**config.mk**
```make
export PLATFORM = sky130hd
export DESIGN_NAME = cbd_noise_sampler
export DESIGN_NICKNAME = d
export VERILOG_FILES = /design/src/rtl/baby_kyber_pkg.sv /design/src/rtl/cbd_chunk.sv /design/src/rtl/cbd_noise_sampler.sv
export SDC_FILE = /design/constraint.sdc
export NUM_CORES = 1
export LEC_CHECK = 0
export ABC_AREA = 0
export BUFFER_PORTS_ARGS = -buffer_cell sky130_fd_sc_hd__buf_4
export CAP_MARGIN = 20
export CORE_MARGIN = 10
export CORE_UTILIZATION = 55
export CTS_CLUSTER_SIZE = 20
export DETAILED_ROUTE_END_ITERATION = 10
export PLACE_DENSITY = 0.79
export SYNTH_ARGS = -nofsm -noshare
export SYNTH_HDL_FRONTEND = slang
export SYNTH_HIERARCHICAL = 1
export SYNTH_SLANG_ARGS = --single-unit
```
**constraint.sdc**
```tcl
create_clock -name clk -period 3.79 [get_ports clk]
set_clock_uncertainty 0.15 [all_clocks]
set_input_delay 0.758 -clock clk [delete_from_list [all_inputs] [get_ports clk]]
set_output_delay 0.758 -clock clk [all_outputs]
set_load 0.005 [all_outputs]
```
**src/rtl/baby_kyber_pkg.sv**
```systemverilog
// Shared Baby Kyber definitions: default parameters, coefficient type, sampler states.
package baby_kyber_pkg;

   localparam int ETA_DEF = 2;
   localparam int Q_DEF   = 17;
   localparam int N_DEF   = 4;
   localparam int CW_DEF  = $clog2(Q_DEF);

   typedef logic [CW_DEF-1:0] coef_t;

   typedef enum logic [2:0] {
      S_IDLE,
      S_FETCH,
      S_WAIT,
      S_CALC,
      S_EMIT,
      S_DONE
   } sampler_state_t;

endpackage

```
**src/rtl/cbd_chunk.sv**
```systemverilog
// Centered-binomial sample of one 2*ETA-bit chunk, folded into [0,Q-1].
module cbd_chunk
   import baby_kyber_pkg::*;
#(
   parameter  int ETA = ETA_DEF,
   parameter  int Q   = Q_DEF,
   localparam int CW  = $clog2(Q)
) (
   input  logic [2*ETA-1:0] chunk,
   output logic [CW-1:0]    coef
);

   logic [3:0] a;
   logic [3:0] b;

   // popcount both halves (low half positive), subtract, fold negatives by adding Q
   always_comb begin
      a = 4'($countones(chunk[ETA-1:0]));
      b = 4'($countones(chunk[2*ETA-1:ETA]));
      if (a >= b) coef = CW'(a - b);
      else        coef = CW'(Q) - CW'(b - a);
   end

endmodule

```
**src/rtl/cbd_noise_sampler.sv**
```systemverilog
// Baby Kyber CBD noise sampler: fetches 32-bit random words, slices them
// LSB-first into 2*ETA-bit chunks and streams N coefficients per start.
module cbd_noise_sampler
   import baby_kyber_pkg::*;
#(
   parameter  int ETA = ETA_DEF,
   parameter  int Q   = Q_DEF,
   parameter  int N   = N_DEF,
   localparam int CW  = $clog2(Q)
) (
   input  logic          clk,
   input  logic          rst_n,
   input  logic          start,
   output logic          busy,
   output logic          done,
   output logic          rnd_req,
   input  logic          rnd_valid,
   input  logic [31:0]   rnd_data,
   output logic          coef_valid,
   input  logic          coef_ready,
   output logic [CW-1:0] coef_data,
   output logic          coef_last
);

   localparam int W  = 2 * ETA;
   localparam int IW = $clog2(N + 1);
   // pre-increment pointer above this value means the next chunk would run past bit 31
   localparam logic [5:0] REFILL_AT = 6'(32 - 2 * W);

   if (ETA < 1 || ETA > 8 || ETA >= Q) begin : g_bad_params
      $error("cbd_noise_sampler: ETA must be in 1..8 and below Q");
   end

   sampler_state_t  state;
   logic [31:0]     word;
   logic [5:0]      ptr;
   logic [IW-1:0]   idx;
   logic [31:0]     shifted;
   logic [W-1:0]    chunk;
   logic [CW-1:0]   chunk_coef;

   // select the current chunk from the buffered word
   always_comb begin
      shifted = word >> ptr;
      chunk   = shifted[W-1:0];
   end

   cbd_chunk #(
      .ETA (ETA),
      .Q   (Q)
   ) u_chunk (
      .chunk (chunk),
      .coef  (chunk_coef)
   );

   // sampler FSM with registered outputs
   always_ff @(posedge clk or negedge rst_n) begin
      if (!rst_n) begin
         state      <= S_IDLE;
         busy       <= 1'b0;
         done       <= 1'b0;
         rnd_req    <= 1'b0;
         coef_valid <= 1'b0;
         coef_data  <= '0;
         coef_last  <= 1'b0;
         word       <= '0;
         ptr        <= '0;
         idx        <= '0;
      end else begin
         case (state)
            S_IDLE: begin
               if (start) begin
                  state   <= S_FETCH;
                  busy    <= 1'b1;
                  rnd_req <= 1'b1;
                  ptr     <= '0;
                  idx     <= '0;
               end
            end
            S_FETCH: begin
               rnd_req <= 1'b0;
               state   <= S_WAIT;
            end
            S_WAIT: begin
               if (rnd_valid) begin
                  word  <= rnd_data;
                  ptr   <= '0;
                  state <= S_CALC;
               end
            end
            S_CALC: begin
               coef_data  <= chunk_coef;
               coef_last  <= (idx == IW'(N - 1));
               coef_valid <= 1'b1;
               state      <= S_EMIT;
            end
            S_EMIT: begin
               if (coef_ready) begin
                  coef_valid <= 1'b0;
                  coef_last  <= 1'b0;
                  ptr        <= ptr + 6'(W);
                  idx        <= idx + 1'b1;
                  if (idx == IW'(N - 1)) begin
                     state <= S_DONE;
                     done  <= 1'b1;
                     busy  <= 1'b0;
                  end else if (ptr > REFILL_AT) begin
                     state   <= S_FETCH;
                     rnd_req <= 1'b1;
                  end else begin
                     state <= S_CALC;
                  end
               end
            end
            S_DONE: begin
               done  <= 1'b0;
               state <= S_IDLE;
            end
            default: state <= S_IDLE;
         endcase
      end
   end

endmodule
```
---- Yosys cells after proc, flatten, opt, wreduce, memory -nomap -nowiden ----
Index checks and enable logic that the tools add are counted.
cells by class
  $add $sub $neg .......................... 7
  $lt $le $gt $ge ......................... 2
  equality and inequality tests ........... 12
  shifts and indexed selects .............. 1
  mux-type cells .......................... 28
  reductions and logical operators ........ 14
operators with widths
  cell                                                                             number
  32-bit by 6-bit right shift with 4-bit output                                    1
  3-bit 2-to-1 mux                                                                 6
  6-bit 2-to-1 mux                                                                 3
  6-bit one-hot mux with 3 select lines                                            1
  3-bit one-hot mux with 5 select lines                                            1
  2-bit != test, second input constant                                             6
  4-bit by 4-bit subtractor with 5-bit output                                      2
  3-bit by 2-bit == test with 1-bit output, second input constant                  3
  1-bit 2-to-1 mux                                                                 9
  3-bit AND reduction                                                              3
  1-bit one-hot mux with 2 select lines                                            4
  4-bit AND reduction                                                              2
  6-bit by 3-bit adder with 6-bit output, second input constant                    1
  3-bit == test, second input constant                                             2
  6-bit by 5-bit greater-than comparator with 1-bit output, second input constant  1
  3-bit one-hot mux with 2 select lines                                            1
  2-bit nonzero test                                                               3
  3-bit nonzero test                                                               2
  5-bit 2-to-1 mux                                                                 1
  5-bit AND reduction                                                              1
  5-bit subtractor, first input constant                                           1
  1-bit by 1-bit adder with 2-bit output                                           2
  4-bit >= comparator                                                              1
  2-bit AND reduction                                                              2
  other kinds (5)                                                                  5
storage, ports and cells
  register bits after elaboration ......... 54
  input bits .............................. 37
  output and inout bits ................... 10

---- Longest topological paths before layout ----
  depth in word-level cells ............... 5
  depth in mapped cells ................... 12
  gate-level depth less buffers ........... 12

---- Cells and area by module ----
The synthesis kept the hierarchy.
by module, submodules not included
  module             times used  cells each  area an instance (um^2)
  cbd_noise_sampler  1           179         2429.8
  cbd_chunk          1           27          222.7

---- Worst setup path before layout ----
OpenSTA, ideal clock, no wires.
  kind .................................... register to register
  start point ............................. register ptr[2]
  end point ............................... register coef_data[3]
  data arrival time ....................... 2.926 ns
  required time ........................... 3.515 ns
  slack ................................... 0.589 ns
  cell stages (with the launch flop) ...... 13
  path buffers ............................ 1
  clock period less this slack ............ 3.201 ns
  cells stage by stage .................... dfrtp_1 buf_2 mux4_2 a22o_1 ha_1 inv_1 ha_1 inv_1 fa_1 ha_1 a21oi_1 nor2_1 mux2_2
on the way
  word-level cells in the longest chain between the ends .. 5
RTL lines
  item                                             line                      RTL
  start: declaration                               cbd_noise_sampler.sv:36   logic [5:0] ptr;
  start signal: assignment                         cbd_noise_sampler.sv:101  ptr <= ptr + 6'(W);
  32-bit by 6-bit right shift with 4-bit output *  cbd_noise_sampler.sv:44   shifted = word >> ptr;
  named net shifted[2]                             cbd_noise_sampler.sv:38   logic [31:0] shifted;
  1-bit by 1-bit adder with 2-bit output *         cbd_chunk.sv:19           b = 4'($countones(chunk[2*ETA-1:ETA]));
  4-bit by 4-bit subtractor with 5-bit output      cbd_chunk.sv:21           else coef = CW'(Q) - CW'(b - a);
  5-bit subtractor                                 cbd_chunk.sv:21
  5-bit 2-to-1 mux *                               cbd_chunk.sv:20           if (a >= b) coef = CW'(a - b);
  named net chunk_coef[3]                          cbd_noise_sampler.sv:40   logic [CW-1:0] chunk_coef;
  end signal: assignment                           cbd_noise_sampler.sv:92   coef_data <= chunk_coef;
  end: declaration                                 cbd_noise_sampler.sv:21   output logic [CW-1:0] coef_data,
The timed path passes the listed nets; every way through them passes the cells marked *.
A chain may end at the register's enable or synchronous reset.

---- Final worst setup path ----
Ends and elaborated chain as after synthesis.

==> impl_metrics.json <==
{
  "detail_route.vias_per_cell": 5.71,
  "antenna_found_initial": 0,
  "powerDensity_mw_per_mm2": 889,
  "max_freq_mhz": 289,
  "reg2reg_slack_ns": 0.33,
  "layout_min_cycle_time_ns": 3.46,
  "dieArea_mm2": 0.00800,
  "synth_edf_count": 0,
  "drive_gt1_frac": 0.409,
  "h-tree-depth": 2,
  "ff2ff_path_depth": 11,
  "first_global_vias": 1864,
  "via_count": 1748,
  "yosysWarnings": 6,
  "numCtsBuffers": 5,
  "swShare": 0.358,
  "finalNetCount": 300,
  "status": "finished, final reports clean",
  "comb_power_share": 0.505,
  "dp_hpwl_um": 3850,
  "drc": 0,
  "mostFrequentLayoutCell": "dfrtp_1",
  "power_frac_seq": 0.361,
  "syn_area_mm2": 0.00265,
  "required_ns": 3.83,
  "synthArstFlopShare": 1.00,
  "ys.flop_type": "dfrtp_1",
  "crit_type": "reg2reg",
  "critPathMaxFanout": 11,
  "synthesis.instances": 206,
  "rsz0062_at_grt": "no",
  "grtUsageTotal": 0.143,
  "clkPwrFrac": 0.135,
  "clk_path_buf_depth": 2,
  "p_switching_uw": 992,
  "clock-root-buffer": "clkbuf_8",
  "end_kind": "flip-flop",
  "synth_cell_types": 42,
  "start_kind": "flip-flop",
  "fp.dieW_um": 89.4,
  "p_int_mw": 1.78,
  "tightest_slew_ns": 0.642,
  "slew_viol_final": 0,
  "yosysTopAreaCellShare": 0.491,
  "clock_latency_ns": 0.30,
  "drt_pass1_iterations": 4,
  "cap_violations": 0,
  "cts_resized": 0,
  "routed_wl_um": 5170,
  "cp-startpoint": "ptr[2]$_DFFE_PN0P_",
  "rr_endpoint": "coef_data[3]$_DFFE_PN0N_",
  "synth_top_cell_by_area": "dfrtp_1",
  "synth_seq_area_share": 0.491,
  "overflow": 0,
  "final_cell_mix": "52 x dfrtp_1, 47 x buf_4, 36 x mux2_2",
  "grt_max_degree": 53,
  "cts_tree": "yes",
  "leakage_nw": 1.42,
  "route.detailed.wl_per_inst_um": 16.9,
  "setup_violations": 0,
  "port_buffers": 46,
  "finalSetupTns_ns": 0,
  "clock-sinks": 52,
  "ioPinCount": 47,
  "ys_ff_latch": 52,
  "ir_worst_vdd_mv": 0.491,
  "die_height_um": 89.4,
  "start_util": 0.565,
  "rows": 25,
  "core_area_mm2": 0.00469,
  "ant_nets": 0,
  "hold_class": "in2async",
  "initialDrtViolationCount": 62,
  "period_share": 0.913,
  "cts_setup_buffers": 0,
  "final_hold_viol_count": 0,
  "cts_hold_buf": 0,
  "clk_pin_slew_ns": 0.09,
  "whs_ns": 0.319,
  "synth_area_leaders": "dfrtp_1 49%, mux2_2 15%, mux4_2 6.8%",
  "antenna_cells": 0,
  "synth_area_per_cell_um2": 12.9,
  "critPathArrivalTime_ns": 3.51,
  "maxSlewHeadroom": 0.572,
  "area_growth_syn_to_layout_pct": 17.5,
  "place_congestion": 0.788,
  "grt_pass1_wl_um": 8970,
  "r2r_start": "ptr[2]$_DFFE_PN0P_",
  "syn_nets": 255
}
kinds of logic (layout without fill, tap and decap cells):
logic type | after synthesis | count (layout) | share of synthesized area
compound gates | 35 | 35 | 0.0901
xor+xnor | 4 | 4 | 0.0160
fa+ha+maj | 12 | 12 | 0.0594
buf+inv | 19 | 65 | 0.0382
flops | 52 | 52 | 0.491
mux | 48 | 48 | 0.237
simple gates | 36 | 36 | 0.0689
how the worst max path moves through the flow:
stage                                     to  depth (start not counted)
floorplan           coef_data[3]$_DFFE_PN0N_                         12
global placement    coef_data[3]$_DFFE_PN0N_                         11
detailed placement  coef_data[3]$_DFFE_PN0N_                         11
CTS                 coef_data[3]$_DFFE_PN0N_                         11
global route        coef_data[3]$_DFFE_PN0N_                         11
finish              coef_data[3]$_DFFE_PN0N_                         11
registers in the layout (all words and copies together), names as in the netlist:
register / cells
ptr: 4
busy: 1
state: 3
word: 32
done: 1
coef_data: 5
rnd_req: 1
coef_valid: 1
idx: 3
coef_last: 1
worst max-delay path: stages, from the launching register on:
cell and delay (ns):
dfrtp_1 0.72, mux4_2 0.57, a22o_1 0.24, ha_1 0.31, inv_1 0.06, ha_1 0.20, inv_1 0.07, fa_1 0.43
ha_1 0.18, a21oi_1 0.11, nor2_1 0.05, mux2_2 0.25
cell usage after synthesis, types with 2 or more instances:
cell type	n
dfrtp_1	52
mux2_2	36
ha_1	11
nand2_1	11
nor2_1	10
inv_1	9
a21oi_1	8
mux4_2	8
o21ai_0	6
a31oi_1	5
a22o_1	4
buf_2	3
buf_6	3
nand2b_1	3
nor2b_1	3
a2bb2oi_1	2
clkbuf_1	2
mux2_1	2
mux2i_1	2
nand3_1	2
nor3_1	2
xnor2_1	2
metal layers:
| layer | up-vias | global-route usage | wire length, µm |
|---|---|---|---|
| met3 | 6 | 0.0492 | 445 |
| met1 | 852 | 0.188 | 2210 |
| met4 | 0 | 0.0361 | 48 |
| met2 | 53 | 0.220 | 2470 |
| met5 | - | 0 | 0 |
| li1 | 837 | - | - |
through the flow:
step,power [mW],instances,worst slack (ns),cell area [µm²],utilization
after floorplan,2.09,206,0.589,2650,-
after global placement,2.37,298,0.392,3010,0.641
after detailed placement,2.41,298,0.313,3010,0.641
after CTS,2.80,306,0.284,3120,0.664
after global routing,3.02,306,0.0916,3120,0.664
final,2.77,306,0.330,3120,0.664
area by class of cell:
class	count	area [µm²]
Clock buffer	6	72.6
Clock inverter	2	35.0
Inverter	10	37.5
Sequential cell	52	1300
Fill cell	371	1580
Tap cell	54	67.6
Multi-Input combinational cell	135	1250
Timing Repair Buffer	47	353
power by group through the flow:
stage | clock [mW] | sequential (mW) | combinational (mW)
global route | 0.412 | 1.04 | 1.57
CTS | 0.382 | 1.00 | 1.41
detailed placement | 0 | 1.01 | 1.40
floorplan | 0 | 0.899 | 1.19
global placement | 0 | 1.01 | 1.36
finish | 0.373 | 0.999 | 1.40
(Power assumes the default switching activity.)
